`src/rtl/noc_codec_pkg.sv`:
```
// Shared codec definitions: codeword layout, FIFO entry type and the Hamming(7,4) decoder.
// Used by hamming_rx_decoder and any other stage that handles these 11-bit codewords.
package noc_codec_pkg;

  localparam int CW_W = 11;
  localparam int PL_W = 8;

  // Codeword bit index of each Hamming(7,4) position 1..7.
  localparam int P1_POS = 4;
  localparam int P2_POS = 5;
  localparam int D4_POS = 6;
  localparam int P4_POS = 7;
  localparam int D5_POS = 8;
  localparam int D6_POS = 9;
  localparam int D7_POS = 10;

  typedef struct packed {
    logic [PL_W-1:0] data;
    logic            src;
    logic            corr;
  } rx_entry_t;

  typedef struct packed {
    logic            corr;
    logic [PL_W-1:0] data;
  } decode_t;

  function automatic decode_t hamming_decode(input logic [CW_W-1:0] cw);
    logic [2:0]      syn;
    logic [CW_W-1:0] fixed;
    decode_t         res;
    syn[0] = cw[P1_POS] ^ cw[D4_POS] ^ cw[D5_POS] ^ cw[D7_POS];
    syn[1] = cw[P2_POS] ^ cw[D4_POS] ^ cw[D6_POS] ^ cw[D7_POS];
    syn[2] = cw[P4_POS] ^ cw[D5_POS] ^ cw[D6_POS] ^ cw[D7_POS];
    // Position s sits at codeword bit 3+s, i.e. 8 << s; a zero syndrome flips nothing.
    fixed = cw ^ ((syn != 3'd0) ? (CW_W'(8) << syn) : '0);
    res.corr = |syn;
    res.data = {fixed[D7_POS], fixed[D6_POS], fixed[D5_POS], fixed[D4_POS], fixed[3:0]};
    return res;
  endfunction

  function automatic logic [15:0] sat_inc16(input logic [15:0] v, input logic en);
    return (en && (v != 16'hFFFF)) ? v + 16'd1 : v;
  endfunction

endpackage

```
`src/rtl/sync_fifo.sv`:
```
// Synchronous FIFO with valid/ready on both sides, generic over entry type.
// Registered head output, no fall-through: a push is visible only after its edge.
module sync_fifo #(
  parameter int  DEPTH   = 4,
  parameter type entry_t = logic [7:0]
) (
  input  logic                     clk,
  input  logic                     rst,
  input  logic                     push_valid,
  output logic                     push_ready,
  input  entry_t                   push_data,
  output logic                     pop_valid,
  input  logic                     pop_ready,
  output entry_t                   pop_data,
  output logic [$clog2(DEPTH):0]   count
);

  localparam int               PTR_W    = $clog2(DEPTH);
  localparam logic [PTR_W:0]   FULL_CNT = (PTR_W + 1)'(DEPTH);
  localparam logic [PTR_W:0]   CNT_ONE  = (PTR_W + 1)'(1);
  localparam logic [PTR_W-1:0] PTR_ONE  = PTR_W'(1);

  logic [PTR_W-1:0] wr_ptr_q, wr_ptr_d;
  logic [PTR_W-1:0] rd_ptr_q, rd_ptr_d;
  logic [PTR_W:0]   count_q, count_d;
  entry_t           mem_q [DEPTH];
  logic             do_push, do_pop;

  assign push_ready = !rst && (count_q < FULL_CNT);
  assign pop_valid  = !rst && (count_q != '0);
  assign do_push    = push_valid && push_ready;
  assign do_pop     = pop_valid && pop_ready;

  // NOTE: every _d gets its hold value first so no path leaves it unassigned (no latch).
  always_comb begin
    wr_ptr_d = wr_ptr_q;
    rd_ptr_d = rd_ptr_q;
    count_d  = count_q;
    if (do_push) wr_ptr_d = wr_ptr_q + PTR_ONE;
    if (do_pop)  rd_ptr_d = rd_ptr_q + PTR_ONE;
    unique case ({do_push, do_pop})
      2'b10:   count_d = count_q + CNT_ONE;
      2'b01:   count_d = count_q - CNT_ONE;
      default: count_d = count_q;
    endcase
  end

  // NOTE: state flops use non-blocking assignments so all of them update together at the edge.
  always_ff @(posedge clk) begin
    if (rst) begin
      wr_ptr_q <= '0;
      rd_ptr_q <= '0;
      count_q  <= '0;
    end else begin
      wr_ptr_q <= wr_ptr_d;
      rd_ptr_q <= rd_ptr_d;
      count_q  <= count_d;
    end
  end

  // NOTE: storage is not reset; stale entries are never observable because the head is masked when empty.
  always_ff @(posedge clk) begin
    if (do_push) mem_q[wr_ptr_q] <= push_data;
  end

  assign pop_data = pop_valid ? mem_q[rd_ptr_q] : '0;
  assign count    = count_q;

endmodule

```
`src/rtl/hamming_rx_decoder.sv`:
```
// Receive-side Hamming(7,4) checker/corrector feeding a small result FIFO.
// Define HAMMING_RX_STATS_EN to add saturating accept/correct/router counters.
module hamming_rx_decoder
  import noc_codec_pkg::*;
#(
  parameter int DEPTH = 4
) (
  input  logic                     clk,
  input  logic                     rst,
  input  logic [CW_W-1:0]          in_data,
  input  logic                     in_ctrl,
  input  logic                     in_valid,
  output logic                     in_ready,
  output logic [PL_W-1:0]          out_data,
  output logic                     out_src,
  output logic                     out_corr,
  output logic                     out_valid,
  input  logic                     out_ready,
  output logic [$clog2(DEPTH):0]   fifo_count
`ifdef HAMMING_RX_STATS_EN
  ,
  output logic [15:0]              stat_total,
  output logic [15:0]              stat_corr,
  output logic [15:0]              stat_src1
`endif
);

  decode_t   dec;
  rx_entry_t wr_entry;
  rx_entry_t rd_entry;

  always_comb begin
    dec      = hamming_decode(in_data);
    wr_entry = '{data: dec.data, src: in_ctrl, corr: dec.corr};
  end

  sync_fifo #(
    .DEPTH   (DEPTH),
    .entry_t (rx_entry_t)
  ) u_fifo (
    .clk        (clk),
    .rst        (rst),
    .push_valid (in_valid),
    .push_ready (in_ready),
    .push_data  (wr_entry),
    .pop_valid  (out_valid),
    .pop_ready  (out_ready),
    .pop_data   (rd_entry),
    .count      (fifo_count)
  );

  assign out_data = rd_entry.data;
  assign out_src  = rd_entry.src;
  assign out_corr = rd_entry.corr;

`ifdef HAMMING_RX_STATS_EN
  logic        accept;
  logic [15:0] stat_total_q, stat_total_d;
  logic [15:0] stat_corr_q,  stat_corr_d;
  logic [15:0] stat_src1_q,  stat_src1_d;

  assign accept = in_valid && in_ready;

  always_comb begin
    stat_total_d = sat_inc16(stat_total_q, accept);
    stat_corr_d  = sat_inc16(stat_corr_q,  accept && dec.corr);
    stat_src1_d  = sat_inc16(stat_src1_q,  accept && in_ctrl);
  end

  always_ff @(posedge clk) begin
    if (rst) begin
      stat_total_q <= '0;
      stat_corr_q  <= '0;
      stat_src1_q  <= '0;
    end else begin
      stat_total_q <= stat_total_d;
      stat_corr_q  <= stat_corr_d;
      stat_src1_q  <= stat_src1_d;
    end
  end

  assign stat_total = stat_total_q;
  assign stat_corr  = stat_corr_q;
  assign stat_src1  = stat_src1_q;
`endif

endmodule

```
`config.mk`:
```
export PLATFORM = sky130hd
export DESIGN_NAME = hamming_rx_decoder
export DESIGN_NICKNAME = d
export VERILOG_FILES = /design/src/rtl/noc_codec_pkg.sv /design/src/rtl/sync_fifo.sv /design/src/rtl/hamming_rx_decoder.sv
export SDC_FILE = /design/constraint.sdc
export NUM_CORES = 1
export LEC_CHECK = 0
export BUFFER_PORTS_ARGS = -buffer_cell sky130_fd_sc_hd__buf_2
export CAP_MARGIN = 20
export CORE_ASPECT_RATIO = 0.7
export CORE_MARGIN = 1.5
export CORE_UTILIZATION = 55
export CTS_CLUSTER_DIAMETER = 80
export DETAILED_ROUTE_END_ITERATION = 10
export PLACE_DENSITY = 0.73
export REMOVE_ABC_BUFFERS = 1
export SLEW_MARGIN = 20
export SYNTH_ARGS = -nofsm -noshare
export SYNTH_HDL_FRONTEND = slang
export SYNTH_SLANG_ARGS = --single-unit
```
`constraint.sdc`:
```
create_clock -name clk -period 2.9 [get_ports clk]
set_input_delay 0.29 -clock clk [delete_from_list [all_inputs] [get_ports clk]]
set_output_delay 0.29 -clock clk [all_outputs]
set_load 0.1 [all_outputs]
```
-- Word level (Yosys, flattened, before mapping)
Memory sizes are Yosys's and may differ from the RTL's. A register that Yosys moved wholly into a read port is not among the register bits.
Cells that the tools add are included.
- register bits: 7
- memory bits (writable): 40
- bits of input ports: 16
- output and inout bits: 15
- word-level logic and storage cells: 38
- memories kept: 1
- memories (name ; words ; width ; rd ports ; clocked after memory_dff ; write ports ; RTL line ; RTL):
    u_fifo.mem_q ; 4 ; 10 ; 1 ; 1 ; 1 ; sync_fifo.sv:26 ; entry_t mem_q [DEPTH];
- add/subtract/negate cells: 4
- order comparisons: 1
- equal/unequal tests: 2
- shift operators: 1
- multiplexer cells: 7
- bitwise operators: 10
- reduce and logical (&&, ||, !) cells: 9
- operators by type and width (cell ; number):
    two-way mux 11 bit ; 1
    << shifter 4 x 3 -> 11 bit, first input constant ; 1
    bitwise XOR 11 bit ; 1
    two-way mux 10 bit ; 1
    bitwise XOR 1 bit ; 9
    one-hot mux 3 bit (2 select lines) ; 1
    nonzero test 3 bit ; 2
    adder 2 x 1 -> 2 bit, second input constant ; 2
    logical AND 1 bit ; 4
    two-way mux 2 bit ; 2
    adder 3 x 1 -> 3 bit, second input constant ; 1
    < comparator 3 bit, second input constant ; 1
    OR reduction 3 bit ; 1
    subtractor 3 x 1 -> 3 bit, second input constant ; 1
    equality test 2 x 1 -> 1 bit, second input constant ; 1
    equality test 2 bit, second input constant ; 1
    two-way mux 1 bit ; 2
    nonzero test 2 bit ; 1
    zero test 1 bit ; 1

-- Depth between registers and ports, before layout
Gate-level depths: netlist of run 1.
- depth in word-level cells: 6
- mapped depth: 10

-- Modules after synthesis
A second synthesis of run 1 with hierarchy kept.
- cell total of the unflattened synthesis: 139
- area, all modules: 2199.6 µm²
- by module, submodules not included (module ; times used ; cells each ; area each (µm²) ; sequential area each (µm²)):
    sync_fifo ; 1 ; 111 ; 1970.6 ; 1381.3
    hamming_rx_decoder ; 1 ; 28 ; 229.0 ; 0.0

-- Worst setup path before layout of run 1
Ideal clock, no wire load.
- path kind: register to register
- start point: reg u_fifo.count_q[2], in the netlist u_fifo.count[2]
- end point: reg u_fifo.count_q[2], in the netlist u_fifo.count[2]
- library setup time: 0.071 ns
- data arrival time: 3.495 ns
- data required time: 2.829 ns
- setup slack: -0.666 ns
- cell stages (with the launch flop): 10
- period minus slack after synthesis: 3.566 ns
- cells stage by stage: dfxtp_1 > nor2_1 > and2_1 > inv_1 > ha_1 > inv_1 > fa_1 > xor2_1 > or3_1 > a21oi_1
- word-level cells in the longest chain between the ends: 5
- elaborated cells on any way between the ends: 12
- classes of those cells: add/sub (2); order compare (1); eq/ne (2); mux (1); reduce/logical (6)
- ends and longest elaborated chain (item ; RTL line ; RTL):
    start, declared ; sync_fifo.sv:25 ; logic [PTR_W:0] count_q, count_d;
    start signal, assigned ; sync_fifo.sv:57 ; count_q <= count_d;
    < comparator 3 bit (*) ; sync_fifo.sv:29 ; assign push_ready = !rst && (count_q < FULL_CNT);
    logical AND 1 bit (*) ; sync_fifo.sv:29 ;
    net in_ready ; hamming_rx_decoder.sv:13 ; output logic in_ready,
    logical AND 1 bit (*) ; sync_fifo.sv:31 ; assign do_push = push_valid && push_ready;
    equality test 2 x 1 -> 1 bit or equality test 2 bit (tied branches) ; sync_fifo.sv:41 ; unique case ({do_push, do_pop})
    one-hot mux 3 bit (2 select lines) or nonzero test 2 bit (tied branches) ; -- ;
Mark *: on every way through the listed nets, which the timed path passes. The rest lies on a longest branch.
A chain may end at the register's enable or synchronous reset.

==> flow_summary_export.csv, run 1 <==
group,metric,value,unit
outcome,status,"complete, but fails checks",
outcome,violations,"design-rule violations",
sta,fmax,0.420,GHz
grt,grt_use_total,19.1,%
sta,rsz0062_at_grt,"false",
synthesis,syn_inst,204,
synthesis,synthMuxAreaShare,9.58,%
synthesis,yosysWarnings,0,
routing,ant_nets,0,
routing,drt_iter0_drc,103,
grt,grt_pass1_wl,7270,um
synthesis,synthAdderAreaFrac,3.19,%
routing,wl_per_cell,15.4,um
pwr,p_per_area,593,mW/mm^2
critical_path,cp_max_fo,10,
floorplanning,fp.dieH,60.4,um
flow_run,cap_violations,0,
final_layout,layout.cells.non_filler,284,
final_layout,drive_above_1_share,23.6,%
sta,finalSetupViolations,0,
synthesis,synth_edf_count,40,
sta,worst_pin_slew,0.630,ns
final_layout,syn2layout_area_growth,9.15,%
sta,min_period,2.38,ns
synthesis,synth_area_leader_cell,"edfxtp_1",
clock_tree,root_buffer,"clkbuf_8",
grt,grt_start_max_net_pins,21,
grt,grt_pass1_vias,1455,
sta,fin_skew,0.00656,ns
synthesis,synth_compound_area_share,10.9,%
sta,max_slew_margin,58.0,%
synthesis,synth_xor_area_share,6.44,%
critical_path,regToRegSetupSlack,0.65,ns
critical_path,crit_path_end_kind,"primary output",
clock_tree,post_cts_resized,0,
floorplanning,die-area,0.00513,mm^2
grt,grt-ovfl-total,0,
critical_path,critPathCapture,"out_data[5]",
clock_tree,postCtsHoldBufs,0,
synthesis,ys.flop_type,"edfxtp_1",
routing,vias,1628,
critical_path,r2r-start,"u_fifo.count[2]",
synthesis,async_reset_ff_share,0,%
clock_tree,cts_buffers,5,
floorplanning,start_util,58.4,%
floorplanning,die_w,84.9,um
pwr,p_leak,0.993,nW
floorplanning,pin_count,31,
sta,slew_violations,0,
final_layout,fin_nets,250,
floorplanning,rows,20,
final_layout,n_antenna_cell,0,
clock_tree,cts_setup_buffers,0,
synthesis,synth_area_leaders,"edfxtp_1, mux4_2, dfxtp_1",
place,dp_hpwl,3000,um
critical_path,r2r_cells,10,
routing,drc,2,
place,place.gp.congestion,0.765,
grt,antenna_found_initial,0,
synthesis,synth_top_family_by_area,"simple AND/OR/NAND/NOR gates",
pwr,p_total,1.67,mW
synthesis,syn_area,0.00258,mm^2
clock_tree,insertion_delay,0.30,ns
critical_path,crit_arrival,2.09,ns
synthesis,ys_types,42,
routing,first_pass_iters,10,
worst_hold_path,hold_class,"input pin to register",
critical_path,path_class,"register to primary output",
clock_tree,cts_htree_levels,2,
final_layout,nFillCells,348,
sta,finalCritPeriodShare,82.2,%
pwr,ir_worst_vdd,0.240,mV
clock_tree,cts_tree,"done",
critical_path,crit_required,2.61,ns
routing,drt-total-wl,4380,um
clock_tree,cts_buffer_depth,2,
critical_path,worstReg2RegEnd,"u_fifo.count[2]",
sta,final_hold_viol_count,0,
synthesis,yosys.area_share.simple,11.2,%
synthesis,yosys.area.top_type_share,46.5,%
place,place_inst,276,
clock_tree,cts_sinks,49,
routing,avgViaCountPerCell,5.73,
critical_path,critPathLaunchType,"register",
clock_tree,clk_pin_slew,0.09,ns
synthesis,synth.yosys.seq_area_share,53.4,%
floorplanning,coreArea,0.00443,mm^2
synthesis,synth_area_per_cell,12.7,um^2
synthesis,synth_seq_cells,49,
worst_hold_path,timing.hold.worst.start,"in_ctrl",
place,port_buffers,30,
==> flip-flops by register name, indices dropped and copies added, names as in the netlist, named ones only <==
| signal | cells |
|---|---|
| u_fifo.wr_ptr_q | 2 |
| u_fifo.count | 3 |
| u_fifo.rd_ptr_q | 2 |
| u_fifo.mem_q | 40 |
==> synth_stat cells (4+ instances only) <==
master,instances
xor2_1,5
a21oi_1,11
and3_1,4
inv_1,10
and2_1,13
nor2_1,11
buf_6,4
ha_1,5
xnor2_1,4
nand3_1,4
mux4_2,11
o21ai_1,6
edfxtp_1,40
dfxtp_1,9
nor3_1,14
o21ai_0,10
==> worst max-delay path: stages (launching register included) <==
cell	delay (ns)
dfxtp_1	0.73
mux4_2	0.59
and2_1	0.18
buf_2	0.29
==> metal layers <==
layer	wire length, um	track usage (%)	up-vias
met2	1930	26.9	52
met4	74	7.73	0
met1	2130	28.9	753
met3	243	4.76	6
li1	-	-	817
met5	0	0	-
==> placed cells by master (no fill, tap or decap), types with 2 or more instances in the layout <==
master,count
xnor2_1,4
o22ai_1,3
a32oi_1,2
clkbuf_8,5
xor2_1,5
and3_1,4
nor3_1,14
o31ai_1,3
a22oi_1,2
o21ai_1,6
nand3_1,4
and2_1,13
nand2b_1,2
o221ai_1,2
a21oi_1,11
inv_1,10
edfxtp_1,40
a31oi_1,2
or3_1,2
mux4_2,11
buf_2,30
nor2_1,11
ha_1,5
o21ai_0,10
nand2_1,2
dfxtp_1,9
==> cell type report <==
class	instances	area (um^2)	share of cell area (%)
Clock buffer	6	72.6	2.57
Clock inverter	2	35.0	1.24
Inverter	10	37.5	1.33
Multi-Input combinational cell	131	1070	37.9
Sequential cell	49	1380	49.0
Tap cell	55	68.8	2.44
Timing Repair Buffer	31	158	5.59
==> power by group <==
group	switching (mW)	internal, mW	leakage, nW
combinational	0.285	0.110	0.501
sequential	0.0182	0.796	0.436
clock	0.209	0.256	0.0552
==> per-stage QoR <==
step                TNS, ns  worst slack (ns)  cell area, um^2  hold slack, ns  utilization (%)
global route              0             0.300             2820           0.193             63.7
CTS                       0             0.430             2820           0.190             63.7
detailed placement        0             0.629             2710           0.514             61.3
floorplan            -19.96             -1.31             2490           0.359                -
finish                    0             0.517             2820           0.201             63.7
global placement          0             0.702             2710           0.503             61.3
==> how the worst min path moves through the flow <==
stage | cells after the start | to | slack, ns
final | 1 | u_fifo.mem_q[3][1] | 0.20
after global routing | 1 | u_fifo.mem_q[1][1] | 0.19
after global placement | 2 | u_fifo.count[2] | 0.50
after CTS | 1 | u_fifo.mem_q[3][1] | 0.19
after floorplan | 1 | u_fifo.count[2] | 0.36
after detailed placement | 1 | u_fifo.mem_q[3][1] | 0.51
==> kinds of logic (layout without fill, tap and decap cells) <==
logic type               count (synthesis)  count (layout)
XOR/XNOR                                13              13
multiplexers                            11              11
flip-flops                              49              49
buffers and inverters                   24              49
AND/OR/NAND/NOR                         55              55
adder cells (fa/ha/maj)                  6               6
AO/OA/AOI/OAI                           46              46
Note: power is estimated with default switching activity, not from simulation.
==> run 2: changes to the inputs <==
clock period = 2.4 ns   (was 2.9 ns; I/O delays follow)
==> run 2 against run 1 <==
Effect of this change:
- the run still ends with design-rule violations left
- critical endpoint is now u_fifo.count[2]
- worst setup slack got worse by 0.28 ns
- cell count rose by 0.35%
- largest cell class unchanged
- highest routed layer unchanged
- register-to-register slack got worse by 0.41 ns
- sequential power rose by 20%
- combinational power rose by 23%
- clock power rose by 3%
- non-clock buffer count rose by 1
- critical path type is now register to register
- wire length rose by 0.32%
- critical path depth rose by 6
- largest power group unchanged
- design area fell by 0.35%
- flip-flop and latch count did not move
==> flow_summary_export.csv, run 2 (synthesis results as in run 1) <==
group,metric,value,unit
outcome,status,"complete, but fails checks",
outcome,violations,"design-rule violations",
worst_hold_path,hold_class,"input pin to register",
final_layout,n_antenna_cell,0,
clock_tree,cts_setup_buffers,0,
final_layout,layout_commonest_cell,"edfxtp_1",
floorplanning,start_util,58.4,%
routing,drc,4,
clock_tree,insertion_delay,0.30,ns
grt,grt_use_total,18.1,%
floorplanning,pin_count,31,
place,dp_hpwl,2960,um
final_layout,syn2layout_area_growth,8.76,%
sta,rsz0062_at_grt,"false",
critical_path,crit_arrival,2.40,ns
floorplanning,die-area,0.00513,mm^2
floorplanning,coreArea,0.00443,mm^2
clock_tree,cts_buffers,5,
clock_tree,cts_htree_levels,2,
grt,grt_pass1_vias,1420,
critical_path,crit_path_end_kind,"register",
final_layout,drive_above_1_share,24.3,%
clock_tree,cts_tree,"done",
grt,grt_start_max_net_pins,21,
routing,avgViaCountPerCell,5.86,
routing,wl_per_cell,15.4,um
pwr,ir_worst_vdd,0.278,mV
final_layout,fin_nets,251,
sta,max_slew_margin,59.1,%
sta,worst_pin_slew,0.614,ns
sta,slew_violations,0,
pwr,p_per_area,691,mW/mm^2
flow_run,cap_violations,0,
clock_tree,postCtsHoldBufs,0,
critical_path,cp_max_fo,4,
floorplanning,rows,20,
sta,finalCritPeriodShare,90.1,%
final_layout,regMostFlops,"u_fifo.mem_q",
critical_path,critPathLaunchType,"register",
sta,finalSetupViolations,0,
sta,holdWs,0.155,ns
routing,ant_nets,0,
grt,grt-ovfl-total,0,
critical_path,cp_cell_sequence,"nor3_1, nor2_1, and2_1, ha_1, inv_1, fa_1, xor2_1, or3_1, a21oi_1",
sta,min_period,2.16,ns
critical_path,crit_required,2.64,ns
critical_path,path_class,"register to register",
sta,fin_skew,0.00351,ns
clock_tree,root_buffer,"clkbuf_8",
routing,vias,1671,
grt,grt_pass1_wl,6950,um
clock_tree,cts_buffer_depth,2,
place,place_area,0.00272,mm^2
final_layout,final_cell_mix,"edfxtp_1, buf_2, nor3_1, and2_1",
routing,first_pass_iters,8,
sta,final_hold_viol_count,0,
critical_path,critPathMaxStageDelay,0.41,ns
clock_tree,cts_sinks,49,
final_layout,finish.instance_area,0.00281,mm^2
routing,drt-total-wl,4390,um
final_layout,largest_reg_flops,40,
place,port_buffers,30,
clock_tree,clk_pin_slew,0.09,ns
grt,antenna_found_initial,0,
clock_tree,post_cts_resized,0,
critical_path,slowest_stage,"dfxtp_1",
floorplanning,fp.dieH,60.4,um
sta,fmax,0.463,GHz
routing,drt_iter0_drc,111,
place,place.gp.congestion,0.768,
pwr,p_leak,0.987,nW
floorplanning,die_w,84.9,um
run 2: cell count changes in the layout (fill, tap and decap cells not counted):
cell,before,now
buf_4,1,2
bufinv_16,1,0
clkbuf_1,1,0
clkinvlp_4,0,1
inv_6,0,1
run 2: worst paths after layout:
check                                   startpoint                 end  slack (ns)  cells after the start
worst max-delay path               u_fifo.count[0]     u_fifo.count[2]        0.24                      9
worst min-delay path                    in_data[0]  u_fifo.mem_q[0][2]        0.16                      1
worst max register to register     u_fifo.count[0]     u_fifo.count[2]        0.24                      9
worst min register to register  u_fifo.rd_ptr_q[1]  u_fifo.rd_ptr_q[1]        0.53                      2
run 2: metrics by stage:
step	setup TNS (ns)	total power [mW]	worst slack, ns	utilization, %	std cells
after floorplan	-49.14	1.37	-1.81	-	190
after global placement	0	1.48	0.346	61.4	277
after detailed placement	0	1.48	0.287	61.4	277
after CTS	0	1.95	0.217	63.5	285
after global routing	0	2.02	0.0894	63.5	285
final	0	1.94	0.239	63.5	285
run 2: report_power, final:
part / switching (mW) / leakage, nW / internal, mW
Sequential: 0.0155 / 0.436 / 0.961
Combinational: 0.353 / 0.506 / 0.135
Clock: 0.269 / 0.0445 / 0.207
Total: 0.638 / 0.987 / 1.30
run 2: critical path, delay by kind of cell, from the launching register on:
| family | cells | cell delay, ns |
|---|---|---|
| DFF | 1 | 0.41 |
| AOI/OAI and AO/OA | 1 | 0.13 |
| xor gates and xnor gates | 1 | 0.19 |
| adders and majority gates | 2 | 0.60 |
| buffers and inverters | 1 | 0.07 |
| and+or+nand+nor | 4 | 0.69 |
run 2: cell type report:
cell class / instances / area [um^2]
Fill cell: 357 / 1620
Timing Repair Buffer: 32 / 165
Tap cell: 55 / 68.8
Multi-Input combinational cell: 131 / 1070
Sequential cell: 49 / 1380
Clock buffer: 5 / 68.8
Clock inverter: 3 / 21.3
Inverter: 10 / 37.5
run 2: metal layers:
| layer | global-route usage [%] | part of all wire [%] | vias up |
|---|---|---|---|
| li1 | - | - | 824 |
| met1 | 25.3 | 48 | 777 |
| met5 | 0 | 0 | - |
| met4 | 7.03 | 1.4 | 0 |
| met2 | 28.0 | 44 | 64 |
| met3 | 4.76 | 6.1 | 6 |
==> run 3: changes to the inputs <==
CORE_UTILIZATION = 35   (was 55)
PLACE_DENSITY = 0.5   (was 0.73)
==> run 3 against run 2 <==
Effect of this change:
- the flow now finishes without violations
- flip-flop and latch count unchanged
- clock skew increased by 0.0039 ns
- worst setup slack better by 0.089 ns
- die area is 54% higher
- core utilization fell by 22 points
- via count is 1.1% higher
- sequential share of layout area is 1.3 points lower
- design area increased by 2.8%
- clock power increased by 27%
- largest cell class unchanged
- largest power group unchanged
==> flow_summary_export.csv, run 3 (synthesis results as in run 1) <==
group,metric,value,unit
place,place_inst,316,
floorplanning,start_util,37.2,%
flow_run,cap_violations,0,
clock_tree,insertion_delay,0.29,ns
pwr,power_frac_clock,29.2,%
grt,grtUsageMet2,20.2,%
floorplanning,die-area,0.00792,mm^2
critical_path,path_class,"register to register",
grt,grt_start_max_net_pins,21,
clock_tree,cts_buffer_depth,2,
routing,first_pass_iters,4,
final_layout,regMostFlops,"u_fifo.mem_q",
critical_path,r2r-start,"u_fifo.count[0]",
routing,wl_per_cell,15.0,um
final_layout,layout.cells.non_filler,324,
sta,worst_slack,0.328,ns
pwr,switching_share,30.7,%
final_layout,final_cell_mix,"edfxtp_1, buf_2, nor3_1, and2_1",
critical_path,r2r_cells,9,
clock_tree,cts_buffers,5,
floorplanning,rows,25,
critical_path,worstReg2RegEnd,"u_fifo.count[2]",
routing,avgViaCountPerCell,5.21,
pwr,p_per_area,717,mW/mm^2
worst_hold_path,timing.hold.worst.start,"in_ctrl",
critical_path,regToRegSetupSlack,0.33,ns
sta,max_slew_margin,62.6,%
clock_tree,cts_sinks,49,
worst_hold_path,hold_class,"input pin to register",
grt,grt-ovfl-total,0,
clock_tree,root_buffer,"clkbuf_8",
sta,holdWs,0.157,ns
final_layout,n_antenna_cell,0,
place,port_buffers,30,
sta,worst_pin_slew,0.552,ns
floorplanning,die_w,106,um
final_layout,largest_reg_flops,40,
sta,min_period,2.07,ns
grt,grtUsageMet3,3.46,%
pwr,p_leak,1.00,nW
pwr,p_total,2.07,mW
critical_path,crit_arrival,2.30,ns
worst_hold_path,whs_path_depth,1,
place,place.gp.congestion,0.791,
clock_tree,cts_tree,"done",
clock_tree,postCtsHoldBufs,0,
routing,drc,0,
clock_tree,clk_pin_slew,0.09,ns
grt,grt_pass1_wl,7880,um
final_layout,drive_above_1_share,24.3,%
final_layout,fin_nets,251,
outcome,status,"completed",
grt,antenna_found_initial,0,
pwr,ir_worst_vdd,0.298,mV
sta,finalCritPeriodShare,86.3,%
routing,ant_nets,0,
critical_path,critPathLaunchType,"register",
grt,grt_pass1_vias,1557,
routing,drt_iter0_drc,135,
sta,slew_violations,0,
pwr,p_int,1.44,mW
floorplanning,fp.dieH,74.9,um
critical_path,crit_path_end_kind,"register",
grt,grt_use_total,13.0,%
floorplanning,coreArea,0.00694,mm^2
sta,fmax,0.483,GHz
clock_tree,cts_setup_buffers,0,
place,dp_hpwl,3310,um
worst_hold_path,min_to,"u_fifo.mem_q[0][1]",
place,place_area,0.00277,mm^2
clock_tree,post_cts_resized,0,
grt,globalRoute.busiestLayer,"met2",
routing,vias,1689,
floorplanning,pin_count,31,
sta,fin_skew,0.00740,ns
place,dp_slack,0.268,ns
pwr,seq_power_share,47.1,%
sta,finalSetupViolations,0,
sta,rsz0062_at_grt,"false",
clock_tree,cts_htree_levels,2,
final_layout,syn2layout_area_growth,11.8,%
critical_path,cp_max_fo,4,
final_layout,layout_commonest_cell,"edfxtp_1",
final_layout,finish.instance_area,0.00289,mm^2
sta,final_hold_viol_count,0,
final_layout,nFillCells,665,
grt,grtUsageMet1,18.5,%
pwr,p_sw,0.636,mW
pwr,pwr-share-comb,23.7,%
routing,drt-total-wl,4850,um
critical_path,crit_start,"u_fifo.count[0]",
critical_path,crit_required,2.63,ns
[run 3: layout make-up]
cell class | instances | area, um^2 | area share (%)
timing repair buffer | 32 | 165 | 5.71
inverter | 10 | 37.5 | 1.30
multi-input combinational | 131 | 1070 | 37.0
sequential | 49 | 1380 | 47.8
tap | 94 | 118 | 4.07
clock inverter | 2 | 37.5 | 1.30
clock buffer | 6 | 82.6 | 2.86
[run 3: critical path: stages (launching register included)]
cell and delay, ns:
dfxtp_1 0.39, nor3_1 0.07, nor2_1 0.11, and2_1 0.19
ha_1 0.20, inv_1 0.06, fa_1 0.37, xor2_1 0.17
or3_1 0.30, a21oi_1 0.14
[run 3: layer usage]
layer	part of all wire, %	wire length [um]	vias to the layer above
met5	0	0	-
met4	0.72	35	0
met3	5.2	251	4
met2	46	2220	50
met1	48	2340	821
li1	-	-	814
[run 3: per-stage QoR]
| step | utilization, % | setup TNS, ns |
|---|---|---|
| 2_1_floorplan | - | -49.14 |
| 3_3_place_gp | 39.9 | 0 |
| 3_5_place_dp | 39.9 | 0 |
| 4_1_cts | 41.6 | 0 |
| 5_1_grt | 41.6 | 0 |
| 6_report | 41.6 | 0 |
[run 3: power groups by stage]
stage | sequential, mW | clock [mW] | combinational, mW
2_1_floorplan | 1.04 | 0 | 0.329
3_3_place_gp | 0.996 | 0 | 0.494
3_5_place_dp | 0.996 | 0 | 0.494
4_1_cts | 0.977 | 0.619 | 0.494
5_1_grt | 0.980 | 0.665 | 0.531
6_report | 0.977 | 0.604 | 0.490
[run 3: worst max-delay path by stage]
stage	to	slack, ns	depth (start not counted)
3_5_place_dp	u_fifo.count[2]	0.27	10
4_1_cts	out_data[7]	0.30	4
3_3_place_gp	u_fifo.count[2]	0.32	10
6_report	u_fifo.count[2]	0.33	9
2_1_floorplan	u_fifo.count[2]	-1.81	9
5_1_grt	u_fifo.count[2]	0.13	9
